[src/rtl/memory_stream_arbiter_if.sv]
// AXI-Stream link bundle used by memory_stream_arbiter for both producer and
// consumer sides. The producer drives payload/valid and the consumer drives ready.
interface memory_stream_arbiter_if #(
  parameter int unsigned DATA_WIDTH = 32
);
  localparam int unsigned STRB_WIDTH = DATA_WIDTH / 8;

  logic [DATA_WIDTH-1:0] tdata;
  logic [STRB_WIDTH-1:0] tstrb;
  logic                  tvalid;
  logic                  tlast;
  logic                  tready;

  // Producer side of the link
  modport master (
    output tdata,
    output tstrb,
    output tvalid,
    output tlast,
    input  tready
  );

  // Consumer side of the link
  modport slave (
    input  tdata,
    input  tstrb,
    input  tvalid,
    input  tlast,
    output tready
  );
endinterface

[src/rtl/memory_stream_arbiter.sv]
// Packet-level round-robin arbiter sharing one AXI-Stream write port between
// two producers. A grant lasts for a whole packet (through tlast), and beats
// pass through a one-deep registered output stage.
// Build option: define ARB_FIXED_PRIORITY_EN to make s01 win every tie.
module memory_stream_arbiter #(
  parameter int unsigned DATA_WIDTH = 32
) (
  input  logic                    axis_aclk,
  input  logic                    axis_areset,
  memory_stream_arbiter_if.slave  s01_axis,
  memory_stream_arbiter_if.slave  s02_axis,
  memory_stream_arbiter_if.master m01_axis,
  output logic                    m01_axis_tsrc
);
  localparam int unsigned STRB_WIDTH = DATA_WIDTH / 8;

  typedef enum logic [1:0] {
    IDLE = 2'd0,
    GNT1 = 2'd1,
    GNT2 = 2'd2
  } state_t;

  state_t                state_q;
  state_t                state_d;
  logic                  last_src_q;
  logic                  tie_src_c;
  logic                  out_free_c;
  logic                  s01_ready_c;
  logic                  s02_ready_c;
  logic                  accept_c;
  logic                  grant_src_c;
  logic [DATA_WIDTH-1:0] in_tdata_c;
  logic [STRB_WIDTH-1:0] in_tstrb_c;
  logic                  in_tlast_c;

  logic [DATA_WIDTH-1:0] tdata_q;
  logic [STRB_WIDTH-1:0] tstrb_q;
  logic                  tvalid_q;
  logic                  tlast_q;
  logic                  tsrc_q;

  // Tie-break choice when both producers request in IDLE (0 = s01, 1 = s02)
`ifdef ARB_FIXED_PRIORITY_EN
  assign tie_src_c = 1'b0;
`else
  assign tie_src_c = ~last_src_q;
`endif

  // Next-state, grant steering and beat acceptance
  always_comb begin
    state_d     = state_q;
    s01_ready_c = 1'b0;
    s02_ready_c = 1'b0;
    accept_c    = 1'b0;
    grant_src_c = 1'b0;
    in_tdata_c  = s01_axis.tdata;
    in_tstrb_c  = s01_axis.tstrb;
    in_tlast_c  = s01_axis.tlast;
    out_free_c  = ~tvalid_q | m01_axis.tready;

    case (state_q)
      IDLE: begin
        if (s01_axis.tvalid && s02_axis.tvalid) begin
          state_d = tie_src_c ? GNT2 : GNT1;
        end else if (s01_axis.tvalid) begin
          state_d = GNT1;
        end else if (s02_axis.tvalid) begin
          state_d = GNT2;
        end
      end
      GNT1: begin
        s01_ready_c = out_free_c;
        accept_c    = s01_axis.tvalid & out_free_c;
        if (accept_c && s01_axis.tlast) begin
          state_d = IDLE;
        end
      end
      GNT2: begin
        grant_src_c = 1'b1;
        s02_ready_c = out_free_c;
        in_tdata_c  = s02_axis.tdata;
        in_tstrb_c  = s02_axis.tstrb;
        in_tlast_c  = s02_axis.tlast;
        accept_c    = s02_axis.tvalid & out_free_c;
        if (accept_c && s02_axis.tlast) begin
          state_d = IDLE;
        end
      end
      default: begin
        state_d = IDLE;
      end
    endcase
  end

  // FSM state register
  always_ff @(posedge axis_aclk or posedge axis_areset) begin
    if (axis_areset) begin
      state_q <= IDLE;
    end else begin
      state_q <= state_d;
    end
  end

  // Remember who finished the most recent packet; reset favours s01 next
  always_ff @(posedge axis_aclk or posedge axis_areset) begin
    if (axis_areset) begin
      last_src_q <= 1'b1;
    end else if (accept_c && in_tlast_c) begin
      last_src_q <= grant_src_c;
    end
  end

  // One-deep output register: load on accept, drain when consumer takes it
  always_ff @(posedge axis_aclk or posedge axis_areset) begin
    if (axis_areset) begin
      tdata_q  <= '0;
      tstrb_q  <= '0;
      tvalid_q <= 1'b0;
      tlast_q  <= 1'b0;
      tsrc_q   <= 1'b0;
    end else if (accept_c) begin
      tdata_q  <= in_tdata_c;
      tstrb_q  <= in_tstrb_c;
      tvalid_q <= 1'b1;
      tlast_q  <= in_tlast_c;
      tsrc_q   <= grant_src_c;
    end else if (m01_axis.tready) begin
      tvalid_q <= 1'b0;
    end
  end

  assign s01_axis.tready = s01_ready_c;
  assign s02_axis.tready = s02_ready_c;

  assign m01_axis.tdata  = tdata_q;
  assign m01_axis.tstrb  = tstrb_q;
  assign m01_axis.tvalid = tvalid_q;
  assign m01_axis.tlast  = tlast_q;
  assign m01_axis_tsrc   = tsrc_q;
endmodule

[src/flat_wrapper.sv]
// flat-port wrapper written by rule: the top's interface ports become plain ports
module memory_stream_arbiter_flat 
#(
  parameter int unsigned DATA_WIDTH = 32
)
  (axis_aclk, axis_areset, m01_axis_tsrc, s01_axis_tdata, s01_axis_tstrb, s01_axis_tvalid, s01_axis_tlast, s01_axis_tready, s02_axis_tdata, s02_axis_tstrb, s02_axis_tvalid, s02_axis_tlast, s02_axis_tready, m01_axis_tdata, m01_axis_tstrb, m01_axis_tvalid, m01_axis_tlast, m01_axis_tready);
  memory_stream_arbiter_if #(.DATA_WIDTH(DATA_WIDTH)) s01_axis_i ();
  memory_stream_arbiter_if #(.DATA_WIDTH(DATA_WIDTH)) s02_axis_i ();
  memory_stream_arbiter_if #(.DATA_WIDTH(DATA_WIDTH)) m01_axis_i ();
  input  logic axis_aclk;
  input  logic axis_areset;
  output logic m01_axis_tsrc;
  input wire logic [$bits(s01_axis_i.tdata)-1:0] s01_axis_tdata;
  input wire logic [$bits(s01_axis_i.tstrb)-1:0] s01_axis_tstrb;
  input wire logic [$bits(s01_axis_i.tvalid)-1:0] s01_axis_tvalid;
  input wire logic [$bits(s01_axis_i.tlast)-1:0] s01_axis_tlast;
  output wire logic [$bits(s01_axis_i.tready)-1:0] s01_axis_tready;
  input wire logic [$bits(s02_axis_i.tdata)-1:0] s02_axis_tdata;
  input wire logic [$bits(s02_axis_i.tstrb)-1:0] s02_axis_tstrb;
  input wire logic [$bits(s02_axis_i.tvalid)-1:0] s02_axis_tvalid;
  input wire logic [$bits(s02_axis_i.tlast)-1:0] s02_axis_tlast;
  output wire logic [$bits(s02_axis_i.tready)-1:0] s02_axis_tready;
  output wire logic [$bits(m01_axis_i.tdata)-1:0] m01_axis_tdata;
  output wire logic [$bits(m01_axis_i.tstrb)-1:0] m01_axis_tstrb;
  output wire logic [$bits(m01_axis_i.tvalid)-1:0] m01_axis_tvalid;
  output wire logic [$bits(m01_axis_i.tlast)-1:0] m01_axis_tlast;
  input wire logic [$bits(m01_axis_i.tready)-1:0] m01_axis_tready;
  assign s01_axis_i.tdata = s01_axis_tdata;
  assign s01_axis_i.tstrb = s01_axis_tstrb;
  assign s01_axis_i.tvalid = s01_axis_tvalid;
  assign s01_axis_i.tlast = s01_axis_tlast;
  assign s01_axis_tready = s01_axis_i.tready;
  assign s02_axis_i.tdata = s02_axis_tdata;
  assign s02_axis_i.tstrb = s02_axis_tstrb;
  assign s02_axis_i.tvalid = s02_axis_tvalid;
  assign s02_axis_i.tlast = s02_axis_tlast;
  assign s02_axis_tready = s02_axis_i.tready;
  assign m01_axis_tdata = m01_axis_i.tdata;
  assign m01_axis_tstrb = m01_axis_i.tstrb;
  assign m01_axis_tvalid = m01_axis_i.tvalid;
  assign m01_axis_tlast = m01_axis_i.tlast;
  assign m01_axis_i.tready = m01_axis_tready;
  memory_stream_arbiter #(.DATA_WIDTH(DATA_WIDTH)) u_core (.axis_aclk(axis_aclk), .axis_areset(axis_areset), .s01_axis(s01_axis_i), .s02_axis(s02_axis_i), .m01_axis(m01_axis_i), .m01_axis_tsrc(m01_axis_tsrc));
endmodule
[config.mk]
export PLATFORM = sky130hd
export DESIGN_NAME = memory_stream_arbiter_flat
export DESIGN_NICKNAME = d
export VERILOG_FILES = /design/src/rtl/memory_stream_arbiter_if.sv /design/src/rtl/memory_stream_arbiter.sv /design/src/flat_wrapper.sv
export SDC_FILE = /design/constraint.sdc
export NUM_CORES = 1
export LEC_CHECK = 0
export ABC_AREA = 1
export CORE_MARGIN = 10
export CORE_UTILIZATION = 30
export CTS_CLUSTER_DIAMETER = 30
export DETAILED_ROUTE_END_ITERATION = 8
export PLACE_DENSITY = 0.65
export SYNTH_ARGS = -nofsm -noshare
export SYNTH_HDL_FRONTEND = slang
export SYNTH_SLANG_ARGS = --single-unit
[constraint.sdc]
create_clock -name axis_aclk -period 2 [get_ports axis_aclk]
set_input_delay 0.3 -clock axis_aclk [delete_from_list [all_inputs] [get_ports axis_aclk]]
set_output_delay 0.3 -clock axis_aclk [all_outputs]
set_load 0.005 [all_outputs]
==> key figures, run 1 <==
Timing
  • Period minus WS final: 1.66 ns
  • Fin. Hold Viols: 0
  • Max Fclk: 603 MHz
  • Worst Tran Pin Value: 0.334 ns
  • RSZ-0062 raised after global routing: false
  • Setup total negative slack: 0 ns
  • Clock Skews: 0.0107 ns
  • Final worst slack: 0.343 ns
  • Final setup violation count: 0
  • Max-slew violations: 0
  • Crit share post-route: 82.9%
  • Relative slew slack: 77.8%

Synthesis
  • Yosys reg bits: 42
  • Most common cell in the netlist: nand2_1
  • Yosys cell types: 21
  • Top post-synthesis cells by count: nand2_1 (57), dfrtp_1 (41), mux2i_1 (36)
  • Prevailing post-synth register cell: dfrtp_1
  • Async set-reset flop share out of synthesis: 100%
  • Area contributors post-synth: dfrtp_1 (48%), mux2i_1 (17%), nand2_1 (10%), o21ai_1 (5.0%), o21ai_2 (4.1%)
  • Syn_nets: 296
  • Register area share after synthesis: 49.6%
  • Post-synth design cell area: 2120 um2
  • Syn avg cell area: 9.90 um2
  • Yosys top cell by area: dfrtp_1
  • Post-synth EDFFs: 0
  • YS warnings: 0
  • Share of the synthesized area in the top cell type: 48.4%
  • Syn Inst Count: 214

Place
  • DP HPWL: 5.00 mm
  • Gp weighted congestion: 0.759
  • Placed inst area: 3390 um2
  • Post-Place Worst Slack: 0.139 ns
  • Port-buffer cells: 119

Floorplan
  • Core Rows: 30
  • Initial Utilization: 31.0%
  • Core Region: 6830 um2
  • Ports: 120
  • Die Area: 10,800 um2
  • Die height: 104 um
  • Overall die width: 104 um

Global route
  • Antenna violations before repair: 0
  • Vias in the first global route: 1,957
  • First-pass GRT wire length: 9.96 mm
  • Largest net degree at the start of global routing: 41
  • GRT Util Overall: 11.2%
  • Global route total overflow: 0

Cells and area
  • Nets@finish: 416
  • Fin area: 3530 um2
  • Sequential cell area: 1050 um2
  • Ant. Diodes: 0
  • Area Growth Syn to Fin: 66.8%
  • Share of layout cells above drive strength 1: 10.1%
  • Multi-input gate area: 943 um2
  • Fillers: 654

Run
  • Max cap viols: 0

Power and ir drop
  • Power per cell area: 1260 nW/um2
  • Worst vdd ir: 0.000732 V
  • Leakage power: 1.60 nW

Routing
  • Antenna-violating nets left: 0
  • Drt total wl: 6.15 mm
  • Vias per std cell: 4.37
  • Drt wl/cell: 14.3 um
  • Vias: 1,882
  • Drt drc: 0
  • 1st-iter DRT viols: 56
  • DR pass1 iterations: 4

Setup path
  • Critical path startpoint category: flop
  • Crit path DAT: 1.81 ns
  • Setup Crit Path Kind: flop to flop
  • Critical Path RT: 2.15 ns
  • Critical path capture point type: flop
  • Maximum fanout along the worst path: 36

Hold path
  • Hold crit path type: input port to asynchronous set/reset pin

Clock tree
  • Clock root cell: clkbuf_8
  • Sink Count: 42
  • Clock network latency to the later pin of the worst-skew pair: 0.29 ns
  • Max clock buf depth: 2
  • H-Tree Depth: 2
  • CTS buffer count: 5
  • Clock transition at path regs: 0.08 ns
  • CTS tree: done

Run status
  • Status: finished, final reports clean
-- path summary, 6_finish.rpt --
kind	from	to	slack, ns	cells after the start
setup / recovery	u_core.state_q[0]	u_core.m01_axis.tdata[6]	0.34	8
hold / removal	axis_areset	u_core.m01_axis.tdata[25]	0.26	2
setup reg to reg	u_core.state_q[0]	u_core.m01_axis.tdata[6]	0.34	8
hold reg to reg	u_core.last_src_q	u_core.last_src_q	0.48	2
max in group asynchronous	axis_areset	u_core.m01_axis.tdata[8]	1.20	3
min in group axis_aclk	u_core.last_src_q	u_core.last_src_q	0.48	2
-- what timing repair did --
| item | CTS | global route |
|---|---|---|
| setup buffers | 1 | 0 |
| resized for setup | 1 | 4 |
| hold buffers | 0 | 0 |
| endpoints found under the setup margin | 2 | 2 |
-- cells in the final DEF (no fill, tap or decap), types with 6 or more instances in the layout --
master,synthesis,final
clkbuf_8,0,6
dfrtp_1,41,41
buf_4,1,6
nand2_1,57,57
mux2i_1,36,36
o21ai_2,10,10
clkdlybuf4s50_1,0,117
o21ai_0,6,6
o21ai_1,21,21
inv_1,11,9
-- power breakdown --
| part | switching (mW) | internal, mW | leakage (nW) |
|---|---|---|---|
| clock network | 0.278 | 0.407 | 0.0585 |
| logic | 1.00 | 1.30 | 1.01 |
| registers | 0.209 | 1.24 | 0.528 |
| total | 1.49 | 2.95 | 1.60 |
-- logic make-up after synthesis --
group	share of synthesized area, %
fa+ha+maj	1.77
compound gates	10.7
flops	49.6
mux	17.0
buf+inv	6.55
simple gates	14.3
-- layout make-up --
type,count,share of cell area (%)
inverters,11,1.17
clock buffers,7,2.44
well taps,96,3.40
repair buffers,126,35.7
clock inverters,1,0.850
multi-input cells,148,26.7
flip-flops and latches,42,29.8
-- registers in the layout, indices dropped and copies added, names as in the netlist --
signal and cells:
u_core.m01_axis.tvalid 1, u_core.m01_axis_tsrc 1, u_core.m01_axis.tlast 1, u_core.state_q 2, u_core.m01_axis.tdata 32, u_core.m01_axis.tstrb 4, u_core.last_src_q 1
-- per-stage QoR --
stage               power, mW  std cells  util (%)  hold slack (ns)
floorplan                2.67        214         -            0.419
global placement         3.77        422      49.7            0.456
detailed placement       3.82        422      49.7            0.462
CTS                      4.54        431      51.5            0.269
global route             4.82        431      51.7            0.318
finish                   4.44        431      51.7            0.263
-- critical path, cell delays in order (launching register included) --
cell	delay [ns]
dfrtp_1	0.43
inv_1	0.09
ha_2	0.19
buf_4	0.14
nand3_2	0.06
nand2_2	0.07
nand2_2	0.09
buf_4	0.31
o21ai_0	0.14
-- layer usage --
| layer | GRT usage [%] | vias up | wire length [um] |
|---|---|---|---|
| met5 | 0 | - | 0 |
| met4 | 2.98 | 0 | 31 |
| li1 | - | 949 | - |
| met3 | 3.47 | 6 | 367 |
| met1 | 13.5 | 860 | 2680 |
| met2 | 18.7 | 67 | 3070 |
Power figures use the tool's default switching activity.
==> run 2, diff against run 1 <==
==> constraint.sdc (replaced) <==
create_clock -name axis_aclk -period 1.7 [get_ports axis_aclk]
set_input_delay 0.255 -clock axis_aclk [delete_from_list [all_inputs] [get_ports axis_aclk]]
set_output_delay 0.255 -clock axis_aclk [all_outputs]
set_load 0.005 [all_outputs]
==> key figures, run 2 (same netlist as run 1, synthesis figures left out) <==
Run status
  • Status: finished, final reports clean

Cells and area
  • Fillers: 666 (+1.8%)
  • Non-filler cells, final: 433 (+0.46%)
  • Finished Core Util: 52.8% (+1.0 points)
  • Most frequent cells in the layout: clkdlybuf4s50_1 (117), nand2_1 (57), dfrtp_1 (41)
  • Number of flip-flops in the largest register: 32 (unchanged)
  • Share of layout cells above drive strength 1: 11.6% (+1.4 points)
  • Commonest non-fill, non-tap cell in the layout: clkdlybuf4s50_1
  • Fin area: 3600 um2 (+2.0%)
  • Ant. Diodes: 0 (unchanged)
  • Area Growth Syn to Fin: 70.1%
  • Nets@finish: 418 (+0.48%)

Power and ir drop
  • Power per cell area: 1500 nW/um2 (+19%)
  • Worst vdd ir: 0.000601 V (-18%)
  • Leakage power: 1.60 nW (+0.43%)
  • Overall power: 5.41 mW (+22%)

Clock tree
  • CTS tree: done
  • Sink Count: 42 (unchanged)
  • Clock root cell: clkbuf_8
  • Clock transition at path regs: 0.09 ns (about the same)
  • H-Tree Depth: 2 (unchanged)
  • CTS buffer count: 5 (unchanged)
  • Max clock buf depth: 2 (unchanged)
  • Clock network latency to the later pin of the worst-skew pair: 0.30 ns (about the same)
  • CTS Hold Bufs: 0 (unchanged)

Timing
  • Setup total negative slack: 0 ns (unchanged)
  • Worst hold slack: 0.253 ns (-0.0100 ns)
  • Fin. Hold Viols: 0 (unchanged)
  • Crit share post-route: 90.7% (+7.8 points)
  • Final setup violation count: 0 (unchanged)
  • Max-slew violations: 0 (unchanged)
  • Period minus WS final: 1.54 ns (-0.116 ns)
  • Max Fclk: 649 MHz (+7.5%)
  • Final worst slack: 0.158 ns (-0.184 ns)
  • Clock Skews: 0.0104 ns (-0.000328 ns)
  • Worst Tran Pin Value: 0.375 ns (+0.0417 ns)
  • Relative slew slack: 74.9% (-2.8 points)
  • RSZ-0062 raised after global routing: false

Floorplan
  • Initial Utilization: 31.0% (unchanged)
  • Ports: 120 (unchanged)
  • Overall die width: 104 um (unchanged)
  • Die Area: 10,800 um2 (unchanged)
  • Core Rows: 30 (unchanged)
  • Core Region: 6830 um2 (unchanged)
  • Die height: 104 um (unchanged)

Setup path
  • Crit-path most repeated cell: buf_12
  • Slowest CP cell: dfrtp_1
  • Setup Crit Path Kind: flop to flop
  • Critical path startpoint category: flop
  • Kind of cell with the highest combined delay on the critical path: buffers and inverters
  • Maximum fanout along the worst path: 42 (+17%)
  • Critical Path Max Stage Delay: 0.38 ns (-0.05 ns)
  • Crit path DAT: 1.77 ns (-0.04 ns)
  • Buf+Inv Stages, Crit Path: 3 (unchanged)
  • Critical path capture point type: flop
  • Critical Path RT: 1.93 ns (-0.22 ns)
  • Cells along the critical path: buf_4 -> ha_4 -> buf_12 -> nand3_2 -> nand2_2 -> nand2_4 -> buf_12 -> nand2_1 -> o21ai_1

Global route
  • Global route total overflow: 0 (unchanged)
  • Antenna violations before repair: 0 (unchanged)
  • Vias in the first global route: 1,930 (-1.4%)
  • Largest net degree at the start of global routing: 43 (+4.9%)
  • GRT Util Overall: 11.7% (+0.48 points)
  • First-pass GRT wire length: 10.4 mm (+4.3%)

Routing
  • Antenna-violating nets left: 0 (unchanged)
  • Drt wl/cell: 14.8 um (+3.5%)
  • 1st-iter DRT viols: 47 (-16%)
  • DR pass1 iterations: 4 (unchanged)
  • Drt total wl: 6.39 mm (+4.0%)
  • Vias per std cell: 4.33 (-0.83%)
  • Drt drc: 0 (unchanged)
  • Vias: 1,875 (-0.37%)

Run
  • Max cap viols: 0 (unchanged)

Place
  • Port-buffer cells: 119 (unchanged)
  • Placed inst area: 3450 um2 (+1.7%)
  • Dpl cells: 423 (+0.24%)
  • Gp weighted congestion: 0.783 (+3.1%)
  • Post-Place Worst Slack: -0.0182 ns (-0.157 ns)
  • DP HPWL: 5.05 mm (+0.96%)

Hold path
  • Hold crit path type: input port to asynchronous set/reset pin
-- run 2: cell types whose count changed in the layout (fill, tap and decap cells not counted), moves of 2 or more --
cell            before  now
clkinvlp_4           0    2
dlymetal6s2s_1       2    0
buf_4                6    3
buf_12               1    5
clkbuf_2             0    2
-- run 2: worst reg2reg max path, cell delays in order (launching register included) --
cell and delay, ns:
dfrtp_1 0.38, buf_4 0.15, ha_4 0.17, buf_12 0.15, nand3_2 0.07, nand2_2 0.08
nand2_4 0.09, buf_12 0.22, nand2_1 0.08, o21ai_1 0.08
-- run 2: where the power goes --
part           internal, mW  switching, mW  total [mW]
clock network         0.437          0.358       0.795
logic                  1.67           1.25        2.92
registers              1.46          0.234        1.69
total                  3.57           1.84        5.41
-- run 2: what timing repair did --
| item | CTS | global route |
|---|---|---|
| buffers inserted | 1 | 0 |
| gates resized for setup | 3 | 7 |
| cloned | 0 | 1 |
| setup endpoints to repair | 2 | 40 |
-- run 2: routing by layer --
layer	up-vias	share of wire, %	track usage [%]
met5	-	0	0
met4	0	0.72	2.68
met3	5	6.1	4.09
met2	66	50	18.9
met1	843	43	14.4
li1	961	-	-
-- run 2: path summary, 6_finish.rpt --
| check | endpoint | slack (ns) | start | depth (start not counted) |
|---|---|---|---|---|
| max in group asynchronous | u_core.m01_axis.tdata[3] | 1.00 | axis_areset | 3 |
| min in group axis_aclk | u_core.last_src_q | 0.47 | u_core.last_src_q | 2 |
| min | u_core.m01_axis.tstrb[3] | 0.25 | axis_areset | 2 |
| min reg2reg | u_core.last_src_q | 0.47 | u_core.last_src_q | 2 |
| max reg2reg | u_core.m01_axis.tdata[13] | 0.16 | u_core.state_q[1] | 9 |
| max | u_core.m01_axis.tdata[13] | 0.16 | u_core.state_q[1] | 9 |
-- run 2: layout make-up --
type | instances | area [um2] | area share (%)
clock buffer | 5 | 68.8 | 1.91
sequential | 42 | 1050 | 29.2
multi-input combinational | 148 | 948 | 26.3
inverter | 11 | 41.3 | 1.15
timing repair buffer | 128 | 1330 | 36.9
tap | 96 | 120 | 3.33
clock inverter | 3 | 45.0 | 1.25
==> run 3, diff against run 2 <==
--- a/config.mk
+++ b/config.mk
@@ -10,6 +10,7 @@
 export CORE_UTILIZATION = 30
 export CTS_CLUSTER_DIAMETER = 30
 export DETAILED_ROUTE_END_ITERATION = 8
+export MAX_ROUTING_LAYER = met4
 export PLACE_DENSITY = 0.65
 export SYNTH_ARGS = -nofsm -noshare
 export SYNTH_HDL_FRONTEND = slang
==> key figures, run 3 (same netlist as run 1, synthesis figures left out) <==
Run status
  • Status: finished, final reports clean

Timing
  • RSZ-0062 raised after global routing: false
  • Clock Skews: 0.0103 ns (-0.0000805 ns)
  • Period minus WS final: 1.61 ns (+0.0709 ns)
  • Max Fclk: 620 MHz (-4.4%)
  • Crit share post-route: 94.9% (+4.2 points)
  • Worst hold slack: 0.250 ns (-0.00280 ns)
  • Fin. Hold Viols: 0 (unchanged)
  • Max-slew violations: 0 (unchanged)
  • Worst Tran Pin Value: 0.370 ns (-0.00502 ns)
  • Relative slew slack: 75.3% (+0.34 points)
  • Final setup violation count: 0 (unchanged)

Power and ir drop
  • Power per cell area: 1500 nW/um2 (about the same)
  • Leakage power: 1.60 nW (about the same)
  • Worst vdd ir: 0.000601 V (about the same)
  • Overall power: 5.42 mW (+0.22%)

Floorplan
  • Core Rows: 30 (unchanged)
  • Die Area: 10,800 um2 (unchanged)
  • Initial Utilization: 31.0% (unchanged)
  • Die height: 104 um (unchanged)
  • Overall die width: 104 um (unchanged)
  • Ports: 120 (unchanged)
  • Core Region: 6830 um2 (unchanged)

Routing
  • Drt wl/cell: 14.8 um (about the same)
  • 1st-iter DRT viols: 35 (-26%)
  • DR pass1 iterations: 4 (unchanged)
  • Drt total wl: 6.41 mm (+0.25%)
  • Antenna-violating nets left: 0 (unchanged)
  • Vias: 1,878 (+0.16%)
  • Drt drc: 0 (unchanged)
  • Vias per std cell: 4.33 (about the same)

Cells and area
  • Ant. Diodes: 0 (unchanged)
  • Number of flip-flops in the largest register: 32 (unchanged)
  • Area Growth Syn to Fin: 70.4%
  • Most frequent cells in the layout: clkdlybuf4s50_1 (117), nand2_1 (57), dfrtp_1 (41)
  • Fillers: 664 (-0.30%)
  • Commonest non-fill, non-tap cell in the layout: clkdlybuf4s50_1
  • Share of layout cells above drive strength 1: 11.8% (+0.26 points)
  • Nets@finish: 419 (+0.24%)

Clock tree
  • Clock network latency to the later pin of the worst-skew pair: 0.30 ns (about the same)
  • Sink Count: 42 (unchanged)
  • Max clock buf depth: 2 (unchanged)
  • CTS tree: done
  • Clock root cell: clkbuf_8
  • CTS buffer count: 5 (unchanged)
  • Clock transition at path regs: 0.08 ns (about the same)
  • H-Tree Depth: 2 (unchanged)

Setup path
  • Buf+Inv Stages, Crit Path: 3 (unchanged)
  • R2R Setup Slk: 0.14 ns (-0.02 ns)
  • Maximum fanout along the worst path: 3 (-93%)
  • Slowest CP cell: dfrtp_1
  • Kind of cell with the highest combined delay on the critical path: buffers and inverters
  • Critical Path Max Stage Delay: 0.38 ns (about the same)
  • Critical path capture point type: primary output
  • Critical Path RT: 1.44 ns (-0.49 ns)
  • Critical path startpoint category: flop
  • Cells along the critical path: buf_4 -> ha_4 -> inv_2 -> nor2_1 -> dlygate4sd2_1
  • Setup Crit Path Kind: flop to primary output
  • Crit path DAT: 1.36 ns (-0.41 ns)

Global route
  • First-pass GRT wire length: 10.4 mm (-0.34%)
  • Largest net degree at the start of global routing: 43 (unchanged)
  • GRT Util Overall: 11.9% (+0.28 points)
  • Antenna violations before repair: 0 (unchanged)
  • Global route total overflow: 0 (unchanged)
  • Vias in the first global route: 1,939 (+0.47%)

Place
  • Gp weighted congestion: 0.794 (+1.4%)
  • DP HPWL: 5.05 mm (unchanged)
  • Port-buffer cells: 119 (unchanged)

Run
  • Max cap viols: 0 (unchanged)

Hold path
  • Hold crit path type: input port to asynchronous set/reset pin
-- run 3: changes by cell type in the layout (fill, tap and decap cells not counted), sizes merged --
| cell | change |
|---|---|
| buf | +1 |
| clkbuf | -1 |
| dlygate4sd2 | +1 |
-- run 3: through the flow --
stage                     cells  instance area (um2)  worst slack [ns]  TNS (ns)  util (%)
after floorplan             214                 2120             0.294         0         -
after global placement      423                 3450          -0.00646  -0.00913      50.5
after detailed placement    423                 3450           -0.0182   -0.0250      50.5
after CTS                   432                 3570            0.0105         0      52.3
after global routing        434                 3610           0.00994         0      52.9
final                       434                 3610            0.0873         0      52.9
-- run 3: metal layers --
layer / track usage (%) / vias up / wire [um]
li1: - / 965 / -
met1: 14.8 / 842 / 2900
met2: 19.1 / 66 / 3210
met3: 3.04 / 5 / 254
met4: 2.68 / 0 / 53
met5: - / - / 0
-- run 3: final timing paths --
path,start,endpoint,cells after the start
setup / recovery,u_core.state_q[1],s02_axis_tready,5
min in group axis_aclk,u_core.last_src_q,u_core.last_src_q,2
max in group asynchronous,axis_areset,u_core.m01_axis.tdata[3],3
hold reg to reg,u_core.last_src_q,u_core.last_src_q,2
hold / removal,axis_areset,u_core.m01_axis.tstrb[3],2
setup reg to reg,u_core.state_q[1],u_core.m01_axis.tdata[23],9
-- run 3: layout make-up --
type,count,area (um2),share of cell area [%]
clock buffer,5,68.8,1.91
clock inverter,3,45.0,1.25
inverter,11,41.3,1.14
multi-input combinational,148,943,26.1
sequential,42,1050,29.1
tap,96,120,3.33
timing repair buffer,129,1340,37.1
-- run 3: report_power, final --
part / internal [mW] / switching, mW
clock network: 0.437 / 0.360
logic: 1.68 / 1.25
registers: 1.46 / 0.234
-- run 3: what timing repair did --
item	4_1_cts	5_1_grt
gates cloned	0	1
resized for setup	3	5
setup buffers	1	1
setup endpoints to repair	2	40
pin swaps	0	1
hold buffers	0	0
